## config.mk

```make
export PLATFORM = sky130hd
export DESIGN_NAME = pipe_hazard_ctrl
export DESIGN_NICKNAME = d
export VERILOG_FILES = /design/src/rtl/pipe_hazard_ctrl.sv
export SDC_FILE = /design/constraint.sdc
export NUM_CORES = 1
export LEC_CHECK = 0
export ABC_AREA = 1
export CORE_UTILIZATION = 39
export CTS_CLUSTER_SIZE = 28
export DETAILED_ROUTE_END_ITERATION = 7
export GPL_ROUTABILITY_DRIVEN = 0
export MAX_ROUTING_LAYER = met4
export PLACE_DENSITY = 0.71
export SLEW_MARGIN = 10
export SYNTH_ARGS = -nofsm -noshare
export SYNTH_HDL_FRONTEND = slang
export SYNTH_SLANG_ARGS = --single-unit
export TNS_END_PERCENT = 5
```

## constraint.sdc

```tcl
create_clock -name clk -period 1.89 [get_ports clk]
set_clock_uncertainty 0.1 [all_clocks]
set_input_delay 0.378 -clock clk [delete_from_list [all_inputs] [get_ports clk]]
set_output_delay 0.378 -clock clk [all_outputs]
set_load 0.02 [all_outputs]
```

## src/rtl/pipe_hazard_ctrl.sv

```systemverilog
// pipe_hazard_ctrl: stage enables/flushes for load-use, MEM branch and memory waits.
// Optional watchdog and ERR state: define PIPE_HAZARD_TIMEOUT_EN.
module pipe_hazard_ctrl #(
    parameter int TIMEOUT_CYC = 16,
    parameter int CNT_W       = 16
) (
    input  logic             clk,
    input  logic             rst,
    input  logic [4:0]       ifid_rs,
    input  logic [4:0]       ifid_rt,
    input  logic [4:0]       idex_rt,
    input  logic             idex_memrd,
    input  logic             exmem_br,
    input  logic             exmem_zr,
    input  logic             exmem_memrd,
    input  logic             exmem_memwr,
    input  logic             mem_ack,
    output logic             mem_req,
    output logic             pc_en,
    output logic             ifid_en,
    output logic             idex_en,
    output logic             exmem_en,
    output logic             memwb_en,
    output logic             ifid_flush,
    output logic             idex_flush,
    output logic             exmem_flush,
    output logic             pc_sel_br,
    output logic             err_timeout,
    output logic [CNT_W-1:0] stall_cnt
);

    typedef enum logic [1:0] {RUN, MEM_WAIT, ERR} state_t;

    if (TIMEOUT_CYC < 2) begin : g_bad_timeout
        $error("TIMEOUT_CYC must be at least 2");
    end

    state_t           r_state;
    state_t           w_next;
    logic             w_memop;
    logic             w_take;
    logic             w_lu;
    logic             w_adv;
    logic [CNT_W-1:0] r_stall_cnt;
    logic             w_to_hit;

    assign w_memop = exmem_memrd | exmem_memwr;
    assign w_take  = exmem_br & exmem_zr;
    assign w_lu    = idex_memrd && (idex_rt != 5'd0) &&
                     ((idex_rt == ifid_rs) || (idex_rt == ifid_rt));

`ifdef PIPE_HAZARD_TIMEOUT_EN
    localparam int WC_W = $clog2(TIMEOUT_CYC) + 1;
    localparam logic [WC_W-1:0] WC_LAST = WC_W'(TIMEOUT_CYC - 1);

    logic [WC_W-1:0] r_wait_cnt;
    logic            r_err;

    assign w_to_hit    = (r_wait_cnt == WC_LAST);
    assign err_timeout = r_err;

    // Watchdog: count un-acked MEM_WAIT cycles, restart on each new wait.
    always_ff @(posedge clk) begin
        if (!rst)
            r_wait_cnt <= '0;
        else if (r_state == RUN)
            r_wait_cnt <= '0;
        else if (r_state == MEM_WAIT && !mem_ack)
            r_wait_cnt <= r_wait_cnt + WC_W'(1);
    end

    // Sticky timeout flag, cleared only by reset.
    always_ff @(posedge clk) begin
        if (!rst)
            r_err <= 1'b0;
        else if (w_next == ERR)
            r_err <= 1'b1;
    end
`else
    assign w_to_hit    = 1'b0;
    assign err_timeout = 1'b0;
`endif

    // State register.
    always_ff @(posedge clk) begin
        if (!rst)
            r_state <= RUN;
        else
            r_state <= w_next;
    end

    // Next state and per-stage controls; branch flush beats load-use stall.
    always_comb begin
        w_next      = r_state;
        w_adv       = 1'b0;
        mem_req     = 1'b0;
        pc_en       = 1'b0;
        ifid_en     = 1'b0;
        idex_en     = 1'b0;
        exmem_en    = 1'b0;
        memwb_en    = 1'b0;
        ifid_flush  = 1'b0;
        idex_flush  = 1'b0;
        exmem_flush = 1'b0;
        pc_sel_br   = 1'b0;
        unique case (r_state)
            RUN: begin
                mem_req = w_memop;
                if (w_memop && !mem_ack)
                    w_next = MEM_WAIT;
                else
                    w_adv = 1'b1;
            end
            MEM_WAIT: begin
                mem_req = 1'b1;
                if (mem_ack) begin
                    w_adv  = 1'b1;
                    w_next = RUN;
                end else if (w_to_hit) begin
                    w_next = ERR;
                end
            end
            ERR: ;
            default: w_next = RUN;
        endcase
        if (w_adv) begin
            pc_en    = 1'b1;
            ifid_en  = 1'b1;
            idex_en  = 1'b1;
            exmem_en = 1'b1;
            memwb_en = 1'b1;
            if (w_take) begin
                pc_sel_br   = 1'b1;
                ifid_flush  = 1'b1;
                idex_flush  = 1'b1;
                exmem_flush = 1'b1;
            end else if (w_lu) begin
                pc_en      = 1'b0;
                ifid_en    = 1'b0;
                idex_flush = 1'b1;
            end
        end
        if (!rst) begin
            mem_req     = 1'b0;
            pc_en       = 1'b0;
            ifid_en     = 1'b0;
            idex_en     = 1'b0;
            exmem_en    = 1'b0;
            memwb_en    = 1'b0;
            ifid_flush  = 1'b0;
            idex_flush  = 1'b0;
            exmem_flush = 1'b0;
            pc_sel_br   = 1'b0;
        end
    end

    // Saturating count of cycles where the PC is held.
    always_ff @(posedge clk) begin
        if (!rst)
            r_stall_cnt <= '0;
        else if (!pc_en && r_stall_cnt != '1)
            r_stall_cnt <= r_stall_cnt + CNT_W'(1);
    end

    assign stall_cnt = r_stall_cnt;

endmodule

```

# Word level (Yosys, flattened, before mapping)
# Index checks and enable logic that the tools add are counted.
[totals] ff_bits=18 elab_cells=44
[op_classes] reduce_logical=10 eq_ne=7 bitwise=3 n_mux=21 addsub=1
[op_table] cell="16-bit by 1-bit adder with 16-bit output (second input constant)" count=1
[op_table] cell="1-bit two-way mux" count=16
[op_table] cell="16-bit inequality test (second input constant)" count=1
[op_table] cell="5-bit equality test" count=2
[op_table] cell="2-bit case mux with 3 select lines" count=1
[op_table] cell="5-bit nonzero test" count=1
[op_table] cell="1-bit logical AND" count=4
[op_table] cell="2-bit two-way mux" count=2
[op_table] cell="2-bit inequality test (second input constant)" count=2
[op_table] cell="1-bit case mux with 2 select lines" count=2
[op_table] cell="3-bit AND reduction" count=1
[op_table] cell="2-bit by 1-bit equality test with 1-bit output (second input constant)" count=1
[op_table] cell="2-bit equality test (second input constant)" count=1
[op_table] cell="1-bit zero test" count=2
[op_table] cell="2-bit zero test" count=1
[op_table] cell="1-bit bitwise AND" count=1
[op_table] cell="1-bit logical OR" count=1
[op_table] cell="1-bit inverter" count=1
[op_table] cell="1-bit OR" count=1

# Depth between registers and ports, before layout
[logic_depth] ltp_word=9 mapped_depth=12

# Worst setup path after synthesis
# No wires, ideal clock.
[synth_timing] kind="input to output" start="input port exmem_memwr" end="output port pc_en" slack_ps=-432 path_stages=7 path_buffers=2 arrival_ps=1844 required_time_ps=1412 cell_sequence="nor3_1 -> nor2_1 -> nor2_1 -> nand2_2 -> buf_2 -> inv_2 -> buf_4"
[synth_via] elab_chain_len=6
[synth_rtl] item="from (decl)" line="16" source="input logic exmem_memwr,"
[synth_rtl] item="1-bit OR" line="47" source="assign w_memop = exmem_memrd | exmem_memwr;"
[synth_rtl] item="1-bit logical AND" line="109" source="if (w_memop && !mem_ack)"
[synth_rtl] item="1-bit two-way mux" line="109"
[synth_rtl] item="1-bit case mux with 2 select lines" line="106" source="unique case (r_state)"
[synth_rtl] item="1-bit two-way mux (2 in series)"
[synth_rtl] item="to (decl)" line="19" source="output logic pc_en,"
# Every way passes these cells.

# Final worst setup path
[layout_timing] start="register r_stall_cnt[13], in the netlist stall_cnt[13]" end="output port stall_cnt[13]"
[layout_rtl] item="from (decl)" line="44" source="logic [CNT_W-1:0] r_stall_cnt;"
[layout_rtl] item="from (signal assigned)" line="162" source="r_stall_cnt <= r_stall_cnt + CNT_W'(1);"
[layout_rtl] item="to (decl)" line="29" source="output logic [CNT_W-1:0] stall_cnt"
# No word-level cell between the ends.

==> impl_metrics.ini <==
[power]
peakVddDrop_mv = 0.237
powerDensity_mw_per_mm2 = 401
p_leak_nw = 0.967

[synth]
synth-xor-area-share = 0.101
synth_seq_cells = 17
yosysUniqueCellTypes = 28
async_reset_ff_frac = 0
syn_area_per_cell_sq_um = 6.49
yosysTopAreaCellShare = 0.261
synth_area_leaders = dfxtp_1, nand2_1, nand3_1, a21oi_2, inv_1
yosysTopAreaCell = dfxtp_1
ys_warn_count = 0
synth_ff_type = dfxtp_1
synthSimpleGateAreaFrac = 0.402
synth-edff-count = 0
synth_compound_area_frac = 0.0979
synth_nets = 225
synthMuxAreaShare = 0
ys_seq_area_frac = 0.261
netlist_area_sq_mm = 0.00130
synthCells = 201
synthAdderAreaFrac = 0.00960
synth_top_family_by_area = simple AND/OR/NAND/NOR gates

[status]
status = complete, no violations

[clock_network]
cts_buffers = 3
cts_hold_buffers = 0
cts_tree = done
post-cts-setup-buffers = 0
htree_levels = 1
clk_pin_slew_worst_paths_ps = 110
root_buffer = clkbuf_4
clock_latency_ps = 300
cts_max_path_buffers = 2
cts_sinks = 17

[worst_hold_path]
holdPathStages = 2
hold_path_class = input port to flip-flop
min_from = mem_ack
hold_end = r_state[0]

[worst_setup_path]
cp_data_arrival_time_ps = 1380
slowest_delay_ps = 640
worstReg2RegEnd = stall_cnt[0]
cp_max_fo = 5
critPathTopFamily = buffers and inverters
worstPathCellList = clkdlybuf4s50_1
criticalPathCategory = flip-flop to primary output
reg2regPathDepth = 10
crit_slowest_cell = clkdlybuf4s50_1
crit_buf_inv = 1
reg2reg_from = stall_cnt[0]
crit_required_ps = 1410
worstSetupStartpointType = flip-flop
reg2reg_slack_ps = 90
cp-end-kind = primary output

[global_route]
grt_max_degree = 19
grt_pass1_vias = 1368
grt-ovfl-total = 0
globalRouteTotalUtil = 0.213
antenna_found_initial = 0
grt_pass1_wl_um = 5670

[detailed_routing]
firstDrtPassIters = 4
drc_errors = 0
viasPerCell = 4.76
drt_iter0_drc = 46
drtAntennaViolNets = 0
vias = 1480
wirelength_um = 3500
wl_per_cell_um = 11.3

[floorplanning]
rows = 20
die_area_sq_mm = 0.00358
dieWidth_um = 59.8
fp.coreArea_sq_mm = 0.00310
start_util = 0.420
die_height_um = 59.8
num_io_pins = 50

[flow_run]
cap_viol_max_count = 0

[sta]
final_hold_viol_count = 0
final-max-slew-violation-count = 0
fin_crit_ps = 1850
setup_violations = 0
whs_ps = 191
fmax_ghz = 0.540
post-route-period-util = 0.981
setup_ws_ps = 36.8
fin_tns_setup_ps = 0
rsz0062_at_grt = true

[cells_and_area]
areaGrowthSynthToFinish_pct = 53.7
drive_above_1_share = 0.285
fin_area_sq_mm = 0.00200
num-nets-final = 292
antenna_cells = 0

[placement]
dp_hpwl_um = 2690
portBuffers = 48
pre_cts_slack_ps = -745
place_area_sq_mm = 0.00198
==> power by group <==
part	switching, W	total, W	internal, W
clock	0.000126	0.000205	0.0000790
sequential	0.00000393	0.000370	0.000366
combinational	0.000123	0.000228	0.000105
total	0.000253	0.000803	0.000550
==> stage by stage <==
stage | instances | power, W | util
after CTS | 311 | 0.000804 | 0.640
after global routing | 311 | 0.000845 | 0.646
after floorplan | 201 | 0.000500 | -
after detailed placement | 307 | 0.000616 | 0.638
after global placement | 307 | 0.000613 | 0.638
final | 311 | 0.000803 | 0.646
==> layout make-up <==
cell class                 count  area, sq um
fill                         316         1100
multi-input combinational    149          855
sequential                    17          343
tap                           44         55.1
clock inverter                 1         5.00
inverter                      25         97.6
clock buffer                   3         22.5
timing repair buffer          72          627
==> worst max path at each step <==
stage,startpoint,to,cells after the start
6_report,stall_cnt[13],stall_cnt[13],1
5_1_grt,r_state[0],pc_sel_br,6
4_1_cts,ifid_rt[0],pc_en,10
3_5_place_dp,idex_rt[4],idex_flush,10
3_3_place_gp,idex_rt[4],idex_flush,10
2_1_floorplan,exmem_memwr,pc_en,7
==> sequential cells by signal, summed over array words and instances, names as in the netlist <==
name       flops
stall_cnt     16
r_state        1
==> metal layers <==
| layer | track usage | wire, um | up-vias |
|---|---|---|---|
| li1 | - | - | 759 |
| met4 | 0.0963 | 63 | 0 |
| met1 | 0.249 | 1540 | 666 |
| met3 | 0.0390 | 212 | 7 |
| met2 | 0.354 | 1690 | 48 |
| met5 | - | 0 | - |
==> placed cells by master (no fill, tap or decap), types with 2 or more instances in the layout <==
cell	count
clkdlybuf4s15_1	6
a21oi_1	5
clkdlybuf4s50_1	12
clkbuf_4	3
buf_4	23
nor2_1	17
nand2_1	53
nand3_1	22
dfxtp_1	15
o21ai_0	2
nor2_4	3
nor2_2	2
dlymetal6s2s_1	6
inv_2	2
buf_2	4
nand4_1	3
nor3_2	2
nand2_4	2
clkinv_2	2
a21oi_2	11
xor2_1	9
dfxtp_2	2
nor3_1	3
inv_1	20
xnor2_1	5
dlygate4sd2_1	8
clkbuf_2	6
nand3_2	2
buf_6	7
==> logic make-up after synthesis <==
group           Yosys count
compound gates           18
buf+inv                  35
xor+xnor                 15
fa+ha+maj                 1
other cells               1
simple gates            114
flops                    17
==> synthesized netlist by cell type (2+ instances only) <==
cell / instances
nor2_1: 21
nand2_4: 2
xor2_1: 9
nand3_1: 23
buf_4: 6
a21oi_1: 6
inv_1: 21
buf_2: 2
nand2_1: 53
nand2_2: 2
inv_2: 2
nand4_1: 3
clkinv_1: 2
xnor2_1: 6
dfxtp_1: 17
a21oi_2: 10
o21ai_0: 2
nor3_1: 4
==> repair_timing <==
item,CTS,global route
setup endpoints to repair,28,23
pin swaps,14,12
gates resized for setup,80,25
No activity file was read; power rests on OpenSTA's default activity.
